$ cat src/rtl/instr_enc_if.sv
// Command and word streams of the instruction encoder.
// The master side issues field-level commands and accepts encoded words.
// The slave side (the encoder) accepts commands and produces the words.
interface instr_enc_if #(
    parameter int ADDR_W = 32
);
    // Command stream: one field-level instruction description per beat
    logic              s_valid;
    logic              s_ready;
    logic [2:0]        fmt;
    logic [6:0]        opcode;
    logic [2:0]        func3;
    logic [6:0]        func7;
    logic [4:0]        rd;
    logic [4:0]        rs1;
    logic [4:0]        rs2;
    logic [31:0]       imm;

    // Word stream: packed instruction words bound for instruction memory
    logic              m_valid;
    logic              m_ready;
    logic [ADDR_W-1:0] m_addr;
    logic [31:0]       m_data;

    modport master (
        output s_valid, fmt, opcode, func3, func7, rd, rs1, rs2, imm, m_ready,
        input  s_ready, m_valid, m_addr, m_data
    );

    modport slave (
        input  s_valid, fmt, opcode, func3, func7, rd, rs1, rs2, imm, m_ready,
        output s_ready, m_valid, m_addr, m_data
    );
endinterface

$ cat src/rtl/instr_enc.sv
// Instruction encoder and program loader.
// Packs R/I/S/B/U field descriptions into RV32 words laid out exactly as the
// core's decoder expects, and streams them out with sequential byte addresses
// so a test loader or the boot/debug path can fill instruction memory.
// Illegal commands are consumed, flagged on err, counted, and produce no word.
module instr_enc #(
    parameter int                ADDR_W = 32,
    parameter int                DEPTH  = 256,
    parameter logic [ADDR_W-1:0] BASE   = '0
) (
    input  logic                       clk,
    input  logic                       rst_n,
    input  logic                       start,
    input  logic [ADDR_W-1:0]          start_addr,
    instr_enc_if.slave                 bus,
    output logic                       err,
    output logic [7:0]                 err_cnt,
    output logic [$clog2(DEPTH+1)-1:0] words,
    output logic                       busy
);
    localparam int WORDS_W = $clog2(DEPTH + 1);

    // Index of the last word a session may hold; reaching it ends the session
    localparam logic [WORDS_W-1:0] LAST_WORD = WORDS_W'(DEPTH - 1);

    localparam logic [2:0] FMT_R = 3'd0;
    localparam logic [2:0] FMT_I = 3'd1;
    localparam logic [2:0] FMT_S = 3'd2;
    localparam logic [2:0] FMT_B = 3'd3;
    localparam logic [2:0] FMT_U = 3'd4;

    typedef enum logic [1:0] {
        ST_IDLE,
        ST_RUN,
        ST_FULL
    } state_e;

    state_e            state;
    logic [ADDR_W-1:0] addr_cnt;
    logic              m_valid_q;
    logic [ADDR_W-1:0] m_addr_q;
    logic [31:0]       m_data_q;

    logic              accept;
    logic              legal;
    logic [31:0]       enc_word;
    logic              word_taken;
    logic [ADDR_W-1:0] start_base;

    // Word-aligned session base: the low two address bits are always dropped
    assign start_base = start_addr & ~ADDR_W'(3);

    // Combinational ready lets a new command land in the cycle the held word drains
    assign bus.s_ready = (state == ST_RUN) && !start && (!m_valid_q || bus.m_ready);
    assign accept      = bus.s_valid && bus.s_ready;
    assign word_taken  = m_valid_q && bus.m_ready;

    assign bus.m_valid = m_valid_q;
    assign bus.m_addr  = m_addr_q;
    assign bus.m_data  = m_data_q;
    assign busy        = (state == ST_RUN);

    // Pack the command fields and judge whether the immediate fits its format
    always_comb begin
        logic signed [31:0] imm_s;
        // NOTE: every signal written here gets a default first, so no path
        // through the case can leave it unassigned and infer a latch.
        enc_word = '0;
        legal    = 1'b1;
        imm_s    = $signed(bus.imm);
        case (bus.fmt)
            FMT_R: begin
                enc_word = {bus.func7, bus.rs2, bus.rs1, bus.func3, bus.rd, bus.opcode};
            end
            FMT_I: begin
                enc_word = {bus.imm[11:0], bus.rs1, bus.func3, bus.rd, bus.opcode};
                legal    = (imm_s >= -32'sd2048) && (imm_s <= 32'sd2047);
            end
            FMT_S: begin
                enc_word = {bus.imm[11:5], bus.rs2, bus.rs1, bus.func3,
                            bus.imm[4:0], bus.opcode};
                legal    = (imm_s >= -32'sd2048) && (imm_s <= 32'sd2047);
            end
            FMT_B: begin
                enc_word = {bus.imm[12], bus.imm[10:5], bus.rs2, bus.rs1, bus.func3,
                            bus.imm[4:1], bus.imm[11], bus.opcode};
                // Branch targets are halfword aligned, so bit 0 must be clear
                legal    = (imm_s >= -32'sd4096) && (imm_s <= 32'sd4094) && !bus.imm[0];
            end
            FMT_U: begin
                enc_word = {bus.imm[19:0], bus.rd, bus.opcode};
                legal    = (bus.imm[31:20] == 12'h000);
            end
            default: begin
                legal = 1'b0;
            end
        endcase
    end

    // Session FSM: address counter, word count and the IDLE/RUN/FULL state
    always_ff @(posedge clk or negedge rst_n) begin
        if (!rst_n) begin
            // NOTE: sequential state uses non-blocking assignments so every
            // register samples the values from before this clock edge.
            state    <= ST_IDLE;
            addr_cnt <= BASE;
            words    <= '0;
        end else if (start) begin
            state    <= ST_RUN;
            addr_cnt <= start_base;
            words    <= '0;
        end else if (accept && legal) begin
            addr_cnt <= addr_cnt + ADDR_W'(4);
            words    <= words + 1'b1;
            if (words == LAST_WORD) begin
                state <= ST_FULL;
            end
        end
    end

    // Output word register: loads on a legal accept, holds under backpressure
    always_ff @(posedge clk or negedge rst_n) begin
        if (!rst_n) begin
            m_valid_q <= 1'b0;
            m_addr_q  <= '0;
            m_data_q  <= '0;
        end else if (accept && legal) begin
            m_valid_q <= 1'b1;
            m_addr_q  <= addr_cnt;
            m_data_q  <= enc_word;
        end else if (word_taken) begin
            m_valid_q <= 1'b0;
        end
    end

    // Rejected commands: one-cycle err pulse and a saturating count
    always_ff @(posedge clk or negedge rst_n) begin
        if (!rst_n) begin
            err     <= 1'b0;
            err_cnt <= '0;
        end else begin
            err <= accept && !legal;
            if (accept && !legal && (err_cnt != 8'hFF)) begin
                err_cnt <= err_cnt + 8'd1;
            end
        end
    end
endmodule

$ cat src/flat_wrapper.sv
// flat-port wrapper written by rule: the top's interface ports become plain ports
module instr_enc_flat 
#(
    parameter int                ADDR_W = 32,
    parameter int                DEPTH  = 256,
    parameter logic [ADDR_W-1:0] BASE   = '0
)
  (clk, rst_n, start, start_addr, err, err_cnt, words, busy, bus_s_valid, bus_fmt, bus_opcode, bus_func3, bus_func7, bus_rd, bus_rs1, bus_rs2, bus_imm, bus_m_ready, bus_s_ready, bus_m_valid, bus_m_addr, bus_m_data);
  instr_enc_if #(.ADDR_W(ADDR_W)) bus_i ();
  input  logic clk;
  input  logic rst_n;
  input  logic start;
  input  logic [ADDR_W-1:0] start_addr;
  output logic err;
  output logic [7:0] err_cnt;
  output logic [$clog2(DEPTH+1)-1:0] words;
  output logic busy;
  input wire logic [$bits(bus_i.s_valid)-1:0] bus_s_valid;
  input wire logic [$bits(bus_i.fmt)-1:0] bus_fmt;
  input wire logic [$bits(bus_i.opcode)-1:0] bus_opcode;
  input wire logic [$bits(bus_i.func3)-1:0] bus_func3;
  input wire logic [$bits(bus_i.func7)-1:0] bus_func7;
  input wire logic [$bits(bus_i.rd)-1:0] bus_rd;
  input wire logic [$bits(bus_i.rs1)-1:0] bus_rs1;
  input wire logic [$bits(bus_i.rs2)-1:0] bus_rs2;
  input wire logic [$bits(bus_i.imm)-1:0] bus_imm;
  input wire logic [$bits(bus_i.m_ready)-1:0] bus_m_ready;
  output wire logic [$bits(bus_i.s_ready)-1:0] bus_s_ready;
  output wire logic [$bits(bus_i.m_valid)-1:0] bus_m_valid;
  output wire logic [$bits(bus_i.m_addr)-1:0] bus_m_addr;
  output wire logic [$bits(bus_i.m_data)-1:0] bus_m_data;
  assign bus_i.s_valid = bus_s_valid;
  assign bus_i.fmt = bus_fmt;
  assign bus_i.opcode = bus_opcode;
  assign bus_i.func3 = bus_func3;
  assign bus_i.func7 = bus_func7;
  assign bus_i.rd = bus_rd;
  assign bus_i.rs1 = bus_rs1;
  assign bus_i.rs2 = bus_rs2;
  assign bus_i.imm = bus_imm;
  assign bus_i.m_ready = bus_m_ready;
  assign bus_s_ready = bus_i.s_ready;
  assign bus_m_valid = bus_i.m_valid;
  assign bus_m_addr = bus_i.m_addr;
  assign bus_m_data = bus_i.m_data;
  instr_enc #(.ADDR_W(ADDR_W), .DEPTH(DEPTH), .BASE(BASE)) u_core (.clk(clk), .rst_n(rst_n), .start(start), .start_addr(start_addr), .bus(bus_i), .err(err), .err_cnt(err_cnt), .words(words), .busy(busy));
endmodule
$ cat config.mk
export PLATFORM = sky130hd
export DESIGN_NAME = instr_enc_flat
export DESIGN_NICKNAME = d
export VERILOG_FILES = /design/src/rtl/instr_enc_if.sv /design/src/rtl/instr_enc.sv /design/src/flat_wrapper.sv
export SDC_FILE = /design/constraint.sdc
export NUM_CORES = 1
export LEC_CHECK = 0
export ABC_AREA = 1
export CAP_MARGIN = 20
export CORE_UTILIZATION = 50
export CTS_CLUSTER_DIAMETER = 30
export DETAILED_ROUTE_END_ITERATION = 8
export MAX_ROUTING_LAYER = met4
export PLACE_DENSITY = 0.81
export SYNTH_ARGS = -nofsm -noshare
export SYNTH_HDL_FRONTEND = slang
export SYNTH_SLANG_ARGS = --single-unit
$ cat constraint.sdc
create_clock -name clk -period 2.9 [get_ports clk]
set_input_delay 0.29 -clock clk [delete_from_list [all_inputs] [get_ports clk]]
set_output_delay 0.29 -clock clk [all_outputs]
set_load 0.02 [all_outputs]
==> results of run 1 <==
## flip-flops by register name (all words and copies together), names as in the netlist
| signal | flops |
|---|---|
| u_core.bus.m_addr | 30 |
| u_core.bus.m_data | 32 |
| u_core.words | 9 |
| u_core.err | 1 |
| u_core.state | 2 |
| u_core.bus.m_valid | 1 |
| u_core.addr_cnt | 30 |
| u_core.err_cnt | 8 |
## cells in the mapped netlist (2+ instances only)
| master | number | area [um^2] |
|---|---|---|
| inv_2 | 3 | 11.3 |
| a21oi_1 | 12 | 60.1 |
| buf_6 | 6 | 67.6 |
| nand4_1 | 8 | 50.1 |
| nor3b_1 | 3 | 22.5 |
| nand2_1 | 363 | 1360 |
| buf_4 | 11 | 82.6 |
| nand3_1 | 72 | 360 |
| xnor2_1 | 6 | 52.6 |
| o21ai_0 | 40 | 200 |
| inv_1 | 68 | 255 |
| a221oi_1 | 5 | 43.8 |
| nor2_1 | 66 | 248 |
| clkbuf_1 | 13 | 48.8 |
| a22o_1 | 8 | 70.1 |
| buf_2 | 4 | 20.0 |
| dfrtp_1 | 113 | 2830 |
| nor4_1 | 2 | 12.5 |
| o21ai_1 | 26 | 130 |
| ha_1 | 4 | 50.1 |
| nor3_1 | 20 | 100 |
| xor2_1 | 23 | 201 |
| nand2_2 | 2 | 12.5 |
| o22ai_1 | 3 | 18.8 |
## layout make-up
| type | instances | area, um^2 | area share (%) |
|---|---|---|---|
| clock buffers | 21 | 450 | 5.04 |
| clock inverters | 11 | 138 | 1.54 |
| inverters | 71 | 267 | 2.98 |
| multi-input cells | 673 | 3070 | 34.3 |
| flip-flops and latches | 113 | 2830 | 31.6 |
| well taps | 168 | 210 | 2.35 |
| repair buffers | 195 | 1980 | 22.2 |
## worst max-delay path, cell delays in order (launching register included)
cell             delay, ns
dfrtp_1               0.39
nor2_1                0.18
o21ai_0               0.11
nor2_1                0.15
clkdlybuf4s50_1       0.63
## metrics by stage
stage / cell area, um^2 / setup slack, ns
6_report: 8940 / 0.737
5_1_grt: 8940 / 0.580
4_1_cts: 8940 / 0.744
3_5_place_dp: 8340 / 0.347
3_3_place_gp: 8340 / 0.387
2_1_floorplan: 6380 / 0.866
## how the worst max path moves through the flow
stage / startpoint / endpoint / slack (ns) / depth (start not counted)
5_1_grt: bus_imm[31] / u_core.addr_cnt[9]$_DFFE_PN0P_ / 0.58 / 15
3_3_place_gp: bus_fmt[2] / u_core.bus.m_addr[21]$_DFFE_PN0P_ / 0.39 / 13
4_1_cts: u_core.state[1]$_DFFE_PN0P_ / bus_s_ready / 0.74 / 4
6_report: u_core.state[1]$_DFFE_PN0P_ / bus_s_ready / 0.74 / 4
3_5_place_dp: bus_fmt[2] / u_core.bus.m_addr[20]$_DFFE_PN0P_ / 0.35 / 13
2_1_floorplan: u_core.state[1]$_DFFE_PN0P_ / u_core.bus.m_addr[13]$_DFFE_PN0P_ / 0.87 / 10
## cells by family (layout without fill, tap and decap cells)
group / Yosys count / in the layout / synth area share [%]
AND/OR/NAND/NOR: 541 / 541 / 34.6
flip-flops: 113 / 113 / 44.3
buffers and inverters: 106 / 298 / 7.67
AO/OA/AOI/OAI: 97 / 97 / 8.55
XOR/XNOR: 29 / 29 / 3.98
adder cells (fa/ha/maj): 4 / 4 / 0.784
other: 1 / 2 / 0.0588
## routing by layer
metal	part of all wire, %	vias to the layer above	GRT usage [%]
met4	2.6	0	12.0
met5	0	-	-
met1	43	3021	40.2
met3	6.2	35	6.06
li1	-	3207	-
met2	48	236	49.6
## report_power, final
group | switching [uW] | internal (uW) | total, uW | leakage [uW]
clock | 737 | 1360 | 2100 | 0.000283
sequential | 227 | 1870 | 2100 | 0.00147
combinational | 863 | 763 | 1630 | 0.00252
total | 1830 | 4000 | 5830 | 0.00427
## layout by cell type, fill, tap and decap left out, types with 4 or more instances in the layout
cell,netlist,final
xnor2_1,6,6
nor2_1,66,66
clkdlybuf4s50_1,0,182
a22o_1,8,8
nand3_1,72,72
nand2_1,363,363
inv_1,68,68
dfrtp_1,113,113
a221oi_1,5,5
buf_4,11,6
ha_1,4,4
clkbuf_16,0,17
xor2_1,23,23
o21ai_0,40,40
a21oi_1,12,12
nor3_1,20,20
buf_12,0,5
clkinv_2,0,5
nand4_1,8,8
o21ai_1,26,26
==> flow_summary_export.csv, run 1 <==
group,metric,value,unit
status,status,"complete, no violations",
setup_path,r2r.worst_path.cells,10,
placement,gp_congestion,0.919,
logic_synthesis,synthCells,891,
setup_path,reg2reg_to,"u_core.addr_cnt[19]$_DFFE_PN0P_",
clocking,post-cts-setup-buffers,0,
sta,period_needed,2.16,ns
clocking,cts.sinks,113,
finish,finish.utilization,73.2,%
detailed_routing,drc,0,
floorplan,die_h,115,um
grt,overflow,0,
logic_synthesis,synth_area,6380,um^2
job,maxCapViolations,0,
setup_path,cp_data_arrival_time,1.87,ns
sta,tns,0,ns
setup_path,crit_required,2.61,ns
clocking,ctsLongestPathBuffers,2,
finish,nFillCells,986,
detailed_routing,drt-vias-per-instance,5.19,
setup_path,cp-start-kind,"flop",
logic_synthesis,synth_warnings,0,
worst_hold_path,min_to,"u_core.state[0]$_DFFE_PN0P_",
power,power,5830,uW
grt,grt_usage,31.5,%
grt,grt_max_degree,69,
logic_synthesis,synthFlopType,"dfrtp_1",
sta,max-slew-margin-rel,58.9,%
setup_path,critPathKind,"flop to output port",
finish,area_growth,40.1,%
floorplan,start_util,52.2,%
clocking,tritoncts,"yes",
detailed_routing,drt_iter0_markers,472,
logic_synthesis,seq_area_frac_synth,44.3,%
detailed_routing,via_count,6499,
finish,num_antenna_cells,0,
power,peakVddDrop,0.427,mV
setup_path,crit_fanout,2,
setup_path,rrSetupSlack,0.87,ns
sta,fin_worst_skew,0.00703,ns
setup_path,crit_path_end_kind,"output port",
power,p_per_area,652,nW/um^2
finish,instances_no_fill,1252,
sta,finalHoldViolations,0,
clocking,clk_pin_slew,0.05,ns
clocking,clock_latency,0.42,ns
logic_synthesis,synthArstFlopShare,100,%
placement,dp_hpwl,13500,um
floorplan,dieWidth,115,um
grt,grt_pass1_wl,30600,um
sta,maxSlewViolCount,0,
logic_synthesis,avgSynthCellArea,7.16,um^2
sta,whs,0.158,ns
sta,rsz0062_at_grt,"false",
detailed_routing,firstDrtPassIters,6,
setup_path,r2r-start,"u_core.addr_cnt[2]$_DFFE_PN0P_",
floorplan,num_rows,40,
detailed_routing,drtAntennaViolNets,0,
sta,worst_slew_pin_slew,0.617,ns
worst_hold_path,whs_path_depth,3,
power,leakagePower,0.00427,uW
detailed_routing,wire_per_inst,15.1,um
sta,finalSetupViolCount,0,
worst_hold_path,holdCritPathClass,"input pin to flop",
logic_synthesis,synth.distinct_cells,34,
grt,grt_pass1_vias,6132,
clocking,ctsResizeCount,0,
sta,fmax,462,MHz
clocking,root_buffer,"clkbuf_16",
worst_hold_path,worstHoldStart,"start",
floorplan,die_area,13200,um^2
finish,drive_gt1_share,4.52,%
grt,antenna_found_initial,0,
clocking,cts_hold_buffers,1,
logic_synthesis,synth_edf_count,0,
detailed_routing,routed_wl,19000,um
floorplan,core,12200,um^2
clocking,cts_buffers,17,
clocking,htree_levels,4,
placement,numPortBuffers,184,
sta,fin_crit_sh,74.6,%
placement,dp_cells,1219,
finish,nNetsFinal,1179,
floorplan,io_pins,189,
logic_synthesis,ys_seq_elements,113,
(Power assumes the default switching activity.)
==> run 2, diff against run 1 <==
--- a/config.mk
+++ b/config.mk
@@ -7,11 +7,11 @@
 export LEC_CHECK = 0
 export ABC_AREA = 1
 export CAP_MARGIN = 20
-export CORE_UTILIZATION = 50
+export CORE_UTILIZATION = 48
 export CTS_CLUSTER_DIAMETER = 30
 export DETAILED_ROUTE_END_ITERATION = 8
 export MAX_ROUTING_LAYER = met4
-export PLACE_DENSITY = 0.81
+export PLACE_DENSITY = 0.78
 export SYNTH_ARGS = -nofsm -noshare
 export SYNTH_HDL_FRONTEND = slang
 export SYNTH_SLANG_ARGS = --single-unit
==> constraint.sdc (replaced) <==
create_clock -name clk -period 2.2 [get_ports clk]
set_input_delay 0.22 -clock clk [delete_from_list [all_inputs] [get_ports clk]]
set_output_delay 0.22 -clock clk [all_outputs]
set_load 0.02 [all_outputs]
==> run 2 against run 1 <==
Against the previous run: utilization shrank 1.1 points; routed wire length increased by 0.82%; die area rose by 4.1%; worst hold slack improved by 0.12 ns; critical path type unchanged.
==> flow_summary_export.csv, run 2 (synthesized netlist as in run 1, its figures left out) <==
group,metric,value,unit
status,status,"complete, no violations",
setup_path,path_buf_inv,1,
grt,grt_pass1_vias,6116,
finish,nFillCells,1042,
clocking,tritoncts,"yes",
sta,tns,0,ns
sta,fmax,481,MHz
grt,antenna_found_initial,0,
setup_path,crit_fanout,2,
detailed_routing,routed_wl,19100,um
setup_path,critPathKind,"flop to output port",
sta,rsz0062_at_grt,"false",
placement,gp_congestion,0.976,
floorplan,num_rows,41,
setup_path,crit_required,1.98,ns
setup_path,cp-start-kind,"flop",
placement,dp_hpwl,14300,um
finish,num_antenna_cells,0,
detailed_routing,drt-vias-per-instance,5.12,
detailed_routing,via_count,6614,
clocking,clk_pin_slew,0.05,ns
sta,fin_crit_sh,94.5,%
sta,period_needed,2.08,ns
setup_path,cp_data_arrival_time,1.86,ns
grt,grt_pass1_wl,30100,um
grt,grt_usage,30.1,%
floorplan,die_h,117,um
finish,nNetsFinal,1217,
setup_path,cp_slowest_cell,"clkdlybuf4s50_1",
floorplan,io_pins,189,
clocking,htree_levels,4,
detailed_routing,drc,0,
power,leakagePower,0.00445,uW
finish,regArea,2830,um^2
detailed_routing,drt_iter0_markers,564,
power,peakVddDrop,0.750,mV
finish,largest_reg_flops,32,
detailed_routing,firstDrtPassIters,5,
floorplan,die_area,13800,um^2
power,p_per_area,812,nW/um^2
setup_path,crit_path_end_kind,"output port",
clocking,clock_latency,0.41,ns
clocking,cts_buffers,17,
grt,overflow,0,
placement,numPortBuffers,184,
clocking,ctsLongestPathBuffers,2,
job,maxCapViolations,0,
sta,worst_slew_pin_slew,0.561,ns
worst_hold_path,holdCritPathClass,"input pin to flop",
finish,area_growth,44.4,%
sta,fin_worst_skew,0.00597,ns
setup_path,critPathTopFamily,"buffers and inverters",
floorplan,dieWidth,117,um
sta,finalSetupViolCount,0,
sta,maxSlewViolCount,0,
detailed_routing,wire_per_inst,14.8,um
sta,max-slew-margin-rel,62.5,%
clocking,root_buffer,"clkbuf_16",
setup_path,cpMostUsedCell,"nor2_1",
detailed_routing,drtAntennaViolNets,0,
finish,drive_gt1_share,7.60,%
clocking,cts.sinks,113,
setup_path,critPathMaxStageDelay,0.62,ns
sta,finalHoldViolations,0,
finish,layout_commonest_cell,"nand2_1",
clocking,ctsResizeCount,0,
floorplan,start_util,49.9,%
finish,layout_common_cells,"nand2_1, clkdlybuf4s50_1, dfrtp_1",
setup_path,cp_cell_sequence,"nor2_1, o21ai_0, nor2_1, clkdlybuf4s50_1",
finish,finish.utilization,72.1,%
grt,grt_max_degree,49,
floorplan,core,12800,um^2
finish,multi_input_area,3070,um^2
-- run 2: cell types whose count changed in the layout (fill, tap and decap cells not counted) --
cell | before | now
buf_4 | 6 | 42
clkbuf_8 | 1 | 4
buf_12 | 5 | 7
bufinv_16 | 3 | 1
clkinvlp_4 | 3 | 1
clkbuf_1 | 3 | 2
clkinv_2 | 5 | 4
-- run 2: stage by stage --
| stage | hold WS (ns) | total power (uW) | setup slack (ns) | cell area [um^2] | std cells |
|---|---|---|---|---|---|
| after CTS | 0.259 | 7530 | 0.0854 | 9210 | 1291 |
| after detailed placement | 0.229 | 4980 | -0.150 | 8660 | 1261 |
| after global routing | 0.322 | 7880 | 0.00944 | 9210 | 1291 |
| final | 0.279 | 7480 | 0.121 | 9210 | 1291 |
| after floorplan | -0.0756 | 3820 | 0.166 | 6380 | 892 |
| after global placement | 0.230 | 4940 | -0.0884 | 8660 | 1261 |
-- run 2: report_power, final --
part	switching, uW	internal (uW)	leakage, uW
combinational	1140	1050	0.00271
sequential	297	2470	0.00147
clock	887	1640	0.000271
total	2320	5160	0.00445
-- run 2: metal layers --
metal / vias to the layer above / routed length (um) / global-route usage [%] / part of all wire, %
met5: - / 0 / - / 0
met4: 0 / 508 / 12.7 / 2.7
met3: 32 / 1120 / 5.82 / 5.9
met2: 221 / 8890 / 45.6 / 46
met1: 3085 / 8590 / 39.4 / 45
li1: 3276 / - / - / -
-- run 2: path summary, 6_finish.rpt --
path                                                  start                                to  slack [ns]  depth (start not counted)
max                             u_core.state[1]$_DFFE_PN0P_                       bus_s_ready        0.12                          4
max in group asynchronous                             rst_n     u_core.err_cnt[3]$_DFFE_PN0P_        1.19                          3
min reg2reg                u_core.bus.m_addr[3]$_DFFE_PN0P_  u_core.bus.m_addr[3]$_DFFE_PN0P_        0.47                          2
max reg2reg                     u_core.state[1]$_DFFE_PN0P_  u_core.bus.m_data[4]$_DFFE_PN0P_        0.27                          9
min                                                   start       u_core.state[0]$_DFFE_PN0P_        0.28                          3
min in group asynchronous                             rst_n     u_core.err_cnt[6]$_DFFE_PN0P_        0.33                          2
-- run 2: tightest hold or removal path, cell delays in order --
cell,delay [ns]
buf_2,0.10
inv_2,0.20
nand2_1,0.13
-- run 2: cell type report --
class | instances | area share (%)
Sequential cell | 113 | 30.7
Clock inverter | 6 | 0.625
Tap cell | 172 | 2.34
Timing Repair Buffer | 233 | 24.9
Multi-Input combinational cell | 673 | 33.3
Inverter | 71 | 2.89
Clock buffer | 23 | 5.30
-- run 2: timing repair --
item | CTS | global route
endpoints found under the setup margin | 0 | 0
buffers inserted | 0 | 0
hold endpoints to repair | 35 | 0
hold buffers | 1 | 0
